[config.mk]
export PLATFORM = sky130hd
export DESIGN_NAME = dp_pipe3
export DESIGN_NICKNAME = d
export VERILOG_FILES = /design/src/rtl/dp_pipe3.sv
export SDC_FILE = /design/constraint.sdc
export NUM_CORES = 2
export LEC_CHECK = 0
export CAP_MARGIN = 20
export CORE_MARGIN = 2
export CORE_UTILIZATION = 45
export DETAILED_ROUTE_END_ITERATION = 10
export PLACE_DENSITY = 0.67
export SETUP_SLACK_MARGIN = 0.3
export SYNTH_ARGS = -nofsm -noshare
export SYNTH_HDL_FRONTEND = slang
export SYNTH_SLANG_ARGS = --single-unit
[constraint.sdc]
create_clock -name clk -period 43.6 [get_ports clk]
set_clock_uncertainty 0.1 [all_clocks]
set_input_delay 4.36 -clock clk [delete_from_list [all_inputs] [get_ports clk]]
set_output_delay 4.36 -clock clk [all_outputs]
set_load 0.1 [all_outputs]
[src/rtl/dp_pipe3.sv]
// dp_pipe3: three-stage (IF -> EX -> WB) RV32I datapath driven by an external combinational control unit.
// Latency: fetch in cycle n, execute n+1, write back and retire n+2; one instruction per cycle without hazards.
// Backpressure: WB dmem wait (!dmem_ready) freezes every stage; imem_valid low bubbles IF/EX; RAW interlock without forwarding.
//
// Ports:
//   clk, reset             rising-edge clock, asynchronous active-high reset
//   PCsrc..alu_ctrl        control for the instruction currently in EX
//   opcode/funct3/funct7   EX instruction fields for the control unit; zero/less are the EX ALU flags
//   imem_*                 fetch port: imem_addr = pc_f, imem_rdata qualified by imem_valid
//   dmem_*                 WB data port: strobes held until dmem_ready, lane-aligned wdata and byte enables
//   stall, retire, misalign status pulses
//
// Build option: define DP_FWD_EN for WB->EX forwarding; otherwise a WB->EX RAW match interlocks one cycle.
//
// Encodings expected from the control unit:
//   Immsrc   000 I, 001 S, 010 B, 011 U, 100 J
//   alu_ctrl 0 add, 1 sub, 2 and, 3 or, 4 xor, 5 sll, 6 srl, 7 sra, 8 slt, 9 sltu, 10 pass-B
//   st_src / ld_src 00 word, 01 half, 10 byte;  u=1 zero-extends loads
//   target_sel 00 rs1+imm (JALR, LSB cleared), 01 pc+imm, 10/11 0+imm (LUI via Ressrc 11)
//   less is the unsigned compare when alu_ctrl is sltu, else signed
module dp_pipe3 #(
   parameter logic [31:0] RESET_PC  = 32'h0000_0000,
   parameter int          NREGS     = 32,
   parameter logic [31:0] NOP_INSTR = 32'h0000_0013
) (
   input  logic        clk,
   input  logic        reset,
   input  logic        PCsrc,
   input  logic        MemWrite,
   input  logic        ALU_src,
   input  logic        RegWrite,
   input  logic        u,
   input  logic [2:0]  Immsrc,
   input  logic [1:0]  Ressrc,
   input  logic [1:0]  st_src,
   input  logic [1:0]  ld_src,
   input  logic [1:0]  target_sel,
   input  logic [3:0]  alu_ctrl,
   output logic [6:0]  opcode,
   output logic [6:0]  funct7,
   output logic [2:0]  funct3,
   output logic        zero,
   output logic        less,
   output logic [31:0] imem_addr,
   input  logic [31:0] imem_rdata,
   input  logic        imem_valid,
   output logic [31:0] dmem_addr,
   output logic [31:0] dmem_wdata,
   output logic [3:0]  dmem_be,
   output logic        dmem_we,
   output logic        dmem_re,
   input  logic [31:0] dmem_rdata,
   input  logic        dmem_ready,
   output logic        stall,
   output logic        retire,
   output logic        misalign
);

   localparam int AW = $clog2(NREGS);

   typedef struct packed {
      logic        vld;
      logic [31:0] instr;
      logic [31:0] pc;
      logic [31:0] pc4;
   } ifex_t;

   typedef struct packed {
      logic        vld;
      logic [31:0] alu;
      logic [31:0] rs2;
      logic [4:0]  rd;
      logic [31:0] pc4;
      logic [31:0] target;
      logic [1:0]  ressrc;
      logic        memwrite;
      logic        regwrite;
      logic [1:0]  st_src;
      logic [1:0]  ld_src;
      logic        u;
   } exwb_t;

   localparam ifex_t IFEX_BUBBLE = '{vld: 1'b0, instr: NOP_INSTR, pc: 32'h0, pc4: 32'h0};
   // All-zero WB contents match a NOP (addi x0): no write, no memory access.
   localparam exwb_t EXWB_BUBBLE = '0;

   logic [31:0] pc_f;
   ifex_t       ifex;
   exwb_t       exwb, exwb_n;
   logic [31:0] rf [NREGS];

   logic [4:0]  ex_rs1, ex_rs2, ex_rd;
   logic [31:0] imm, rf_rs1, rf_rs2, rs1_val, rs2_val, alu_b, alu_res, target;
   logic        less_s, less_u, ex_pcsrc;
   logic        hit1, hit2, raw_stall, mem_wait, wb_we;
   logic [31:0] wb_result, load_val;
   logic [1:0]  wb_size;
   logic        is_load, mem_op, mis;

   // ---------------- EX: decode and register read ----------------
   assign opcode = ifex.instr[6:0];
   assign ex_rd  = ifex.instr[11:7];
   assign funct3 = ifex.instr[14:12];
   assign ex_rs1 = ifex.instr[19:15];
   assign ex_rs2 = ifex.instr[24:20];
   assign funct7 = ifex.instr[31:25];

   always_comb begin
      imm = {{20{ifex.instr[31]}}, ifex.instr[31:20]};
      case (Immsrc)
         3'b001:  imm = {{20{ifex.instr[31]}}, ifex.instr[31:25], ifex.instr[11:7]};
         3'b010:  imm = {{19{ifex.instr[31]}}, ifex.instr[31], ifex.instr[7],
                         ifex.instr[30:25], ifex.instr[11:8], 1'b0};
         3'b011:  imm = {ifex.instr[31:12], 12'h000};
         3'b100:  imm = {{11{ifex.instr[31]}}, ifex.instr[31], ifex.instr[19:12],
                         ifex.instr[20], ifex.instr[30:21], 1'b0};
         default: imm = {{20{ifex.instr[31]}}, ifex.instr[31:20]};
      endcase
   end

   // Read in the WB-write cycle sees the old value; forwarding or the interlock covers it.
   assign rf_rs1 = (ex_rs1 == 5'd0) ? 32'h0 : rf[ex_rs1[AW-1:0]];
   assign rf_rs2 = (ex_rs2 == 5'd0) ? 32'h0 : rf[ex_rs2[AW-1:0]];

   assign wb_we = exwb.vld & exwb.regwrite & (exwb.rd != 5'd0);
   assign hit1  = wb_we & (exwb.rd == ex_rs1);
   assign hit2  = wb_we & (exwb.rd == ex_rs2);

`ifdef DP_FWD_EN
   assign rs1_val   = hit1 ? wb_result : rf_rs1;
   assign rs2_val   = hit2 ? wb_result : rf_rs2;
   assign raw_stall = 1'b0;
`else
   // rs2 is compared even when the field holds immediate bits: a spare stall is harmless.
   assign rs1_val   = rf_rs1;
   assign rs2_val   = rf_rs2;
   assign raw_stall = ifex.vld & (hit1 | hit2);
`endif

   // ---------------- EX: ALU and branch target ----------------
   assign alu_b  = ALU_src ? imm : rs2_val;
   assign less_s = $signed(rs1_val) < $signed(alu_b);
   assign less_u = rs1_val < alu_b;

   always_comb begin
      case (alu_ctrl)
         4'd1:    alu_res = rs1_val - alu_b;
         4'd2:    alu_res = rs1_val & alu_b;
         4'd3:    alu_res = rs1_val | alu_b;
         4'd4:    alu_res = rs1_val ^ alu_b;
         4'd5:    alu_res = rs1_val << alu_b[4:0];
         4'd6:    alu_res = rs1_val >> alu_b[4:0];
         4'd7:    alu_res = 32'($signed(rs1_val) >>> alu_b[4:0]);
         4'd8:    alu_res = {31'h0, less_s};
         4'd9:    alu_res = {31'h0, less_u};
         4'd10:   alu_res = alu_b;
         default: alu_res = rs1_val + alu_b;
      endcase
   end

   assign zero = (alu_res == 32'h0);
   assign less = (alu_ctrl == 4'd9) ? less_u : less_s;

   always_comb begin
      case (target_sel)
         2'b00:   target = (rs1_val + imm) & 32'hFFFF_FFFE;
         2'b01:   target = ifex.pc + imm;
         default: target = imm;
      endcase
   end

   assign ex_pcsrc = PCsrc & ifex.vld;

   always_comb begin
      exwb_n          = EXWB_BUBBLE;
      exwb_n.vld      = ifex.vld;
      exwb_n.alu      = alu_res;
      exwb_n.rs2      = rs2_val;
      exwb_n.rd       = ex_rd;
      exwb_n.pc4      = ifex.pc4;
      exwb_n.target   = target;
      exwb_n.ressrc   = Ressrc;
      exwb_n.memwrite = MemWrite & ifex.vld;
      exwb_n.regwrite = RegWrite & ifex.vld;
      exwb_n.st_src   = st_src;
      exwb_n.ld_src   = ld_src;
      exwb_n.u        = u;
   end

   // ---------------- WB: memory access and result select ----------------
   assign is_load = (exwb.ressrc == 2'b01) & ~exwb.memwrite;
   assign mem_op  = exwb.vld & (exwb.memwrite | is_load);
   assign wb_size = exwb.memwrite ? exwb.st_src : exwb.ld_src;
   assign mis     = ((wb_size == 2'b01) & exwb.alu[0]) |
                    (((wb_size == 2'b00) | (wb_size == 2'b11)) & (exwb.alu[1:0] != 2'b00));

   assign dmem_we   = exwb.vld & exwb.memwrite & ~mis;
   assign dmem_re   = exwb.vld & is_load & ~mis;
   assign dmem_addr = exwb.alu;
   assign misalign  = mem_op & mis;

   always_comb begin
      case (exwb.st_src)
         2'b01: begin
            dmem_wdata = {2{exwb.rs2[15:0]}};
            dmem_be    = 4'b0011 << {exwb.alu[1], 1'b0};
         end
         2'b10: begin
            dmem_wdata = {4{exwb.rs2[7:0]}};
            dmem_be    = 4'b0001 << exwb.alu[1:0];
         end
         default: begin
            dmem_wdata = exwb.rs2;
            dmem_be    = 4'b1111;
         end
      endcase
      // Loads use the lane of their own size.
      if (!exwb.memwrite) begin
         case (exwb.ld_src)
            2'b01:   dmem_be = 4'b0011 << {exwb.alu[1], 1'b0};
            2'b10:   dmem_be = 4'b0001 << exwb.alu[1:0];
            default: dmem_be = 4'b1111;
         endcase
      end
      if (!(dmem_we | dmem_re))
         dmem_be = 4'b0000;
   end

   always_comb begin
      logic [7:0]  lane_b;
      logic [15:0] lane_h;
      lane_b = 8'(dmem_rdata >> {exwb.alu[1:0], 3'b000});
      lane_h = exwb.alu[1] ? dmem_rdata[31:16] : dmem_rdata[15:0];
      case (exwb.ld_src)
         2'b01:   load_val = exwb.u ? {16'h0, lane_h} : {{16{lane_h[15]}}, lane_h};
         2'b10:   load_val = exwb.u ? {24'h0, lane_b} : {{24{lane_b[7]}}, lane_b};
         default: load_val = dmem_rdata;
      endcase
      // A misaligned load still retires but writes zero.
      if (mis)
         load_val = 32'h0;
   end

   always_comb begin
      case (exwb.ressrc)
         2'b01:   wb_result = load_val;
         2'b10:   wb_result = exwb.pc4;
         2'b11:   wb_result = exwb.target;
         default: wb_result = exwb.alu;
      endcase
   end

   assign mem_wait  = (dmem_we | dmem_re) & ~dmem_ready;
   assign stall     = mem_wait | raw_stall;
   assign retire    = exwb.vld & ~mem_wait;
   assign imem_addr = pc_f;

   // ---------------- State ----------------
   // Priority: memory wait freezes all; RAW interlock holds PC/IF-EX; redirect beats a missing fetch.
   always_ff @(posedge clk or posedge reset) begin
      if (reset) begin
         pc_f <= RESET_PC;
         ifex <= IFEX_BUBBLE;
         exwb <= EXWB_BUBBLE;
      end else if (!mem_wait) begin
         exwb <= raw_stall ? EXWB_BUBBLE : exwb_n;
         if (raw_stall) begin
            pc_f <= pc_f;
            ifex <= ifex;
         end else if (ex_pcsrc) begin
            pc_f <= target;
            ifex <= IFEX_BUBBLE;
         end else if (imem_valid) begin
            pc_f <= pc_f + 32'd4;
            ifex <= '{vld: 1'b1, instr: imem_rdata, pc: pc_f, pc4: pc_f + 32'd4};
         end else begin
            ifex <= IFEX_BUBBLE;
         end
      end
   end

   always_ff @(posedge clk or posedge reset) begin
      if (reset) begin
         for (int i = 0; i < NREGS; i++)
            rf[i] <= 32'h0;
      end else if (wb_we && !mem_wait) begin
         rf[exwb.rd[AW-1:0]] <= wb_result;
      end
   end

endmodule

Word-level counts from Yosys, hierarchy flattened
Cells that the tools add are included.
- bits in registers: 1296
- bits in latches: 0
- RAM bits: 0
- memory bits (read-only): 0
- output and inout bits: 124
- memories: 0
- add/subtract/negate cells: 5
- multipliers: 0
- div/mod/pow operators: 0
- magnitude comparators: 6
- equal/unequal tests: 26
- shift operators: 6
- multiplexer cells: 33
- bitwise logic cells: 36
- reduce and logical (&&, ||, !) cells: 13
- operators by type and width (cell ; number):
    bitwise mux 1024 bit ; 1
    two-way mux 32 bit ; 13
    binary-select mux 32 bit (select 5 bit) ; 2
    one-hot mux 32 bit (10 select lines) ; 1
    two-way mux 97 bit ; 2
    one-hot mux 32 bit (2 select lines) ; 3
    demux 32 bit (select 5 bit) ; 1
    two-way mux 143 bit ; 1
    one-hot mux 31 bit (4 select lines) ; 1
    adder 32 bit ; 3
    one-hot mux 32 bit (3 select lines) ; 1
    < comparator 32 bit ; 2
    adder 32 x 3 -> 32 bit (second input constant) ; 1
    AND 32 bit ; 1
    zero test 32 bit ; 1
    OR 32 bit ; 1
    << shifter 32 x 5 -> 32 bit ; 1
    right shift 32 x 5 -> 32 bit ; 1
    right shift 32 x 5 -> 8 bit ; 1
    >>> shifter 32 x 5 -> 32 bit ; 1
    subtractor 32 bit ; 1
    bitwise XOR 32 bit ; 1
    AND 1 bit ; 19
    greater-or-equal comparator 6 bit (second input constant) ; 3
    other kinds (29) ; 62

Logic depth before layout (Yosys ltp)
- depth after elaboration: 11
- gate-level depth with buffers: 30
- mapped depth without buffers: 24

Least setup slack after synthesis
No wires, ideal clock.
- path type: input-to-output
- start: input port Immsrc[2]
- end: output port zero
- data arrival time: 11079 ps
- required time: 39140 ps
- path slack: 28061 ps
- stages: 24
- path through: clkbuf_1 -> nor3_1 -> a222oi_1 -> mux2_2 -> buf_2 -> clkbuf_1 -> clkbuf_1 -> clkbuf_1 -> ha_1 -> a21o_1 -> a21oi_1 -> o21ai_0 -> a2111oi_0 -> nor3_1 -> nor4_1 -> o31ai_1 -> a21o_1 -> a21oi_1 -> a2bb2oi_1 -> a21oi_1 -> a211oi_1 -> nand2_1 -> or4b_1 -> nor2_1
- word-level cells in the longest chain between the ends: 6
- ends and longest elaborated chain (item ; RTL line ; text):
    from (decl) ; 33 ; input logic [2:0] Immsrc,
    == test 3 bit, or another cell as far along ; 110 ; case (Immsrc)
    one-hot mux 31 bit (4 select lines) * ; 110 ;
    two-way mux 32 bit * ; 141 ; assign alu_b = ALU_src ? imm : rs2_val;
    adder 32 bit, or another cell as far along ; 157 ; default: alu_res = rs1_val + alu_b;
    one-hot mux 32 bit (10 select lines) * ; 146 ; case (alu_ctrl)
    zero test 32 bit * ; 161 ; assign zero = (alu_res == 32'h0);
    to (decl) ; 42 ; output logic zero,
Every way passes the cells marked *; elsewhere a longest branch is shown, timed or not.

Worst setup path after layout
- start: input port Immsrc[0]
- end: output port zero
The elaborated chain is that of the path after synthesis.

==> qor.yml <==
status: "completed"
die_w_um: 423
grt.overflow.total: 0
fin_tns_setup_ps: 0
vias: 67400
wl_um: 319000
syn2layout_area_growth_pct: 10.8
drtIter0Drc: 8666
critPathLaunchType: "input pin"
grt_pass1_vias: 64400
synth.distinct_cells: 102
clk_latency_ps: 830
worst_r2r_path_depth: 20
synth_top_area_share_pct: 40.9
crit_fanout: 26
vias_per_cell: 6.58
crit_family: "compound AO/OA/AOI/OAI gates"
path_class: "in -> out"
critPathBufInv: 6
grt_pass1_wl_um: 461000
synth-edff-count: 0
leakage_nw: 36.4
setup_viol: 0
clock-sinks: 1294
ys_seq_area_share_pct: 41.0
syn_nets: 8293
num_io_pins: 212
fin_worst_hold_slack_ps: 282
cpMaxStageDelayCell: "clkdlybuf4s50_1"
peakVddDrop_mv: 0.0430
wl_per_cell_um: 31.1
met2_length_um: 141000
netlist_instances: 8037
fin_util_pct: 50.3
max-clock-path-buffers: 3
total_power_mw: 6.19
cts_max_level: 4
cts_setup_buffers: 0
place_area_mm2: 0.0823
hold_path_class: "reg -> reg"
post-route-min-period_ps: 17330
slowest_delay_ps: 1170
grt_antenna_before_repair: 13
gp_congestion: 1.07
final_hold_viol_count: 0
critPathArrivalTime_ps: 12870
cts-root-buf: "clkbuf_16"
cts_tree: "done"
grt_max_degree: 168
relSlewSlack_pct: 8.01
grt_use_total_pct: 35.2
rsz0062_at_grt: "false"
layout.nets: 8056
clkTransAtPathRegs_ps: 60
drive_gt1_share_pct: 15.1
hold_buffers: 0
syn_avg_cell_area_um2: 9.82
cts_made_buffers: 145
io_buffers: 211
max_freq_ghz: 0.0577
postCtsResizedCells: 0
yosys_warnings: 0
rows: 153
top_layer: "met5"
ys.flop_type: "dfrtp_1"
hold_path_depth: 0
yosys.area.top_type: "dfrtp_1"
die_area_mm2: 0.179
cp.depth: 27
crit_required_ps: 39140
die_height_um: 423
ys_ff_latch: 1294
wl_met1_um: 125000
yosys-top-cells-area: "dfrtp_1, mux4_2, o21ai_0, nand2_1, mux2i_1"
dpl.hpwl_um: 212000
floorplan.initialDensity_pct: 45.4
ys_async_sr_fraction_pct: 100
drtAntennaViolNets: 0
endpoint_kind: "primary output"
synth_area_mm2: 0.0789
post-route-period-util_pct: 39.7
max-cap-violations: 0
final_area_mm2: 0.0874
firstDrtPassIters: 7
slew_violations: 0
tightest_slew_ps: 1380
core_area_mm2: 0.174
drc_errors: 0
met3RoutedLength_um: 30200
power_density_mw_per_mm2: 70.8
## synth_stat cells, types with 25 or more instances
master / n
nand2_1: 1395
o21ai_0: 1319
dfrtp_1: 1291
clkbuf_1: 573
mux4_2: 539
nor2_1: 342
a21oi_1: 331
mux2i_1: 241
inv_1: 173
ha_1: 164
a22o_1: 152
nand3_1: 94
nor3_1: 92
buf_2: 86
buf_4: 73
a31oi_1: 68
xnor2_1: 62
a211oi_1: 60
a21o_1: 58
a22oi_1: 56
mux2_2: 45
o22ai_1: 45
and3_1: 43
nor2b_1: 41
and2_1: 40
buf_1: 40
a221oi_1: 33
buf_6: 33
o211ai_1: 32
xor2_1: 32
o31ai_1: 29
nand2b_1: 28
or2_2: 28
o21bai_1: 25
## layout by cell type (no fill, tap or decap), types with 20 or more instances in the layout
master,instances
o211ai_1,32
nand2_1,1364
inv_1,170
a221oi_1,33
o21bai_1,25
buf_4,186
a211oi_1,60
ha_1,164
clkbuf_16,148
or2_2,28
o22ai_1,45
clkbuf_8,50
mux2i_1,241
nor3_1,89
a21oi_1,329
nand2b_1,28
mux2_2,45
mux4_2,539
a22oi_1,55
nor2_1,338
a21o_1,58
dfrtp_1,1280
a22o_1,152
nor2b_1,39
xor2_1,32
and3_1,43
o21ai_2,29
o21ai_0,1287
xnor2_1,62
o21ai_1,20
o31ai_1,29
nand3_1,94
clkbuf_1,30
clkdlybuf4s50_1,209
and2_1,39
a31oi_1,68
## registers in the layout (all words and copies together) (netlist names)
register and flops:
imem_addr 32, ifex 32, funct3 3, opcode 7, ex_rs2 5, funct7 7
exwb_n 31, dmem_addr 32, ex_rd 5, ex_rs1 5, rf 1024, exwb 111
## where the power goes
part / leakage (nW) / switching (mW) / internal [mW]
registers: 17.7 / 0.328 / 1.49
clock network: 2.46 / 0.537 / 0.748
logic: 16.3 / 2.08 / 1.01
total: 36.4 / 2.94 / 3.24
## logic make-up after synthesis
kind of cell | count (synthesis) | share of synthesized area, %
AOI/OAI and AO/OA | 2461 | 18.8
xor gates and xnor gates | 94 | 1.04
adders and majority gates | 168 | 2.70
buffers and inverters | 986 | 5.49
DFF | 1294 | 41.0
muxes | 826 | 19.1
and+or+nand+nor | 2208 | 11.8
## worst paths after layout
| check | slack [ps] | start | to |
|---|---|---|---|
| min | 280 | rf[994] | rf[994] |
| min reg2reg | 280 | rf[994] | rf[994] |
| min in group asynchronous | 3990 | reset | rf[796] |
| max in group asynchronous | 35180 | reset | ex_rs1[4] |
| max | 26270 | Immsrc[0] | zero |
| max reg2reg | 33070 | ex_rs1[0] | dmem_addr[0] |
## per-stage QoR
step                      std cells  worst slack [ps]
after floorplan                8037              2670
after global placement         9958             26480
after detailed placement       9968             26480
after CTS                     10200             26460
after global routing          10200             25950
final                         10200             26270
## worst register-to-register path, stage by stage, from the launching register on
cell      delay (ps)
dfrtp_4          800
buf_4            820
buf_4            830
buf_4            910
buf_12           570
mux4_2           840
mux4_2           460
mux2i_1          820
or2_2            400
inv_1            180
ha_1             510
o21bai_1         140
or3_1            320
nor4_1           360
o31ai_1          200
a21o_1           270
a21oi_1          240
o31ai_1          160
or4_1            510
a32o_1           280
o22ai_1          630
## layout make-up
class	instances	area [µm²]
antenna	4	10.0
clock buffer	227	4490
clock inverter	38	508
fill	15600	86600
inverter	181	694
multi-input combinational	5757	42600
sequential	1294	32400
tap	2325	2910
timing repair buffer	421	3830
## metal layers
metal	vias to the layer above	GRT usage [%]
li1	28700	-
met1	33900	47.3
met2	3844	52.1
met3	905	7.40
met4	8	22.1
met5	-	0
Power figures use the tool's default switching activity.
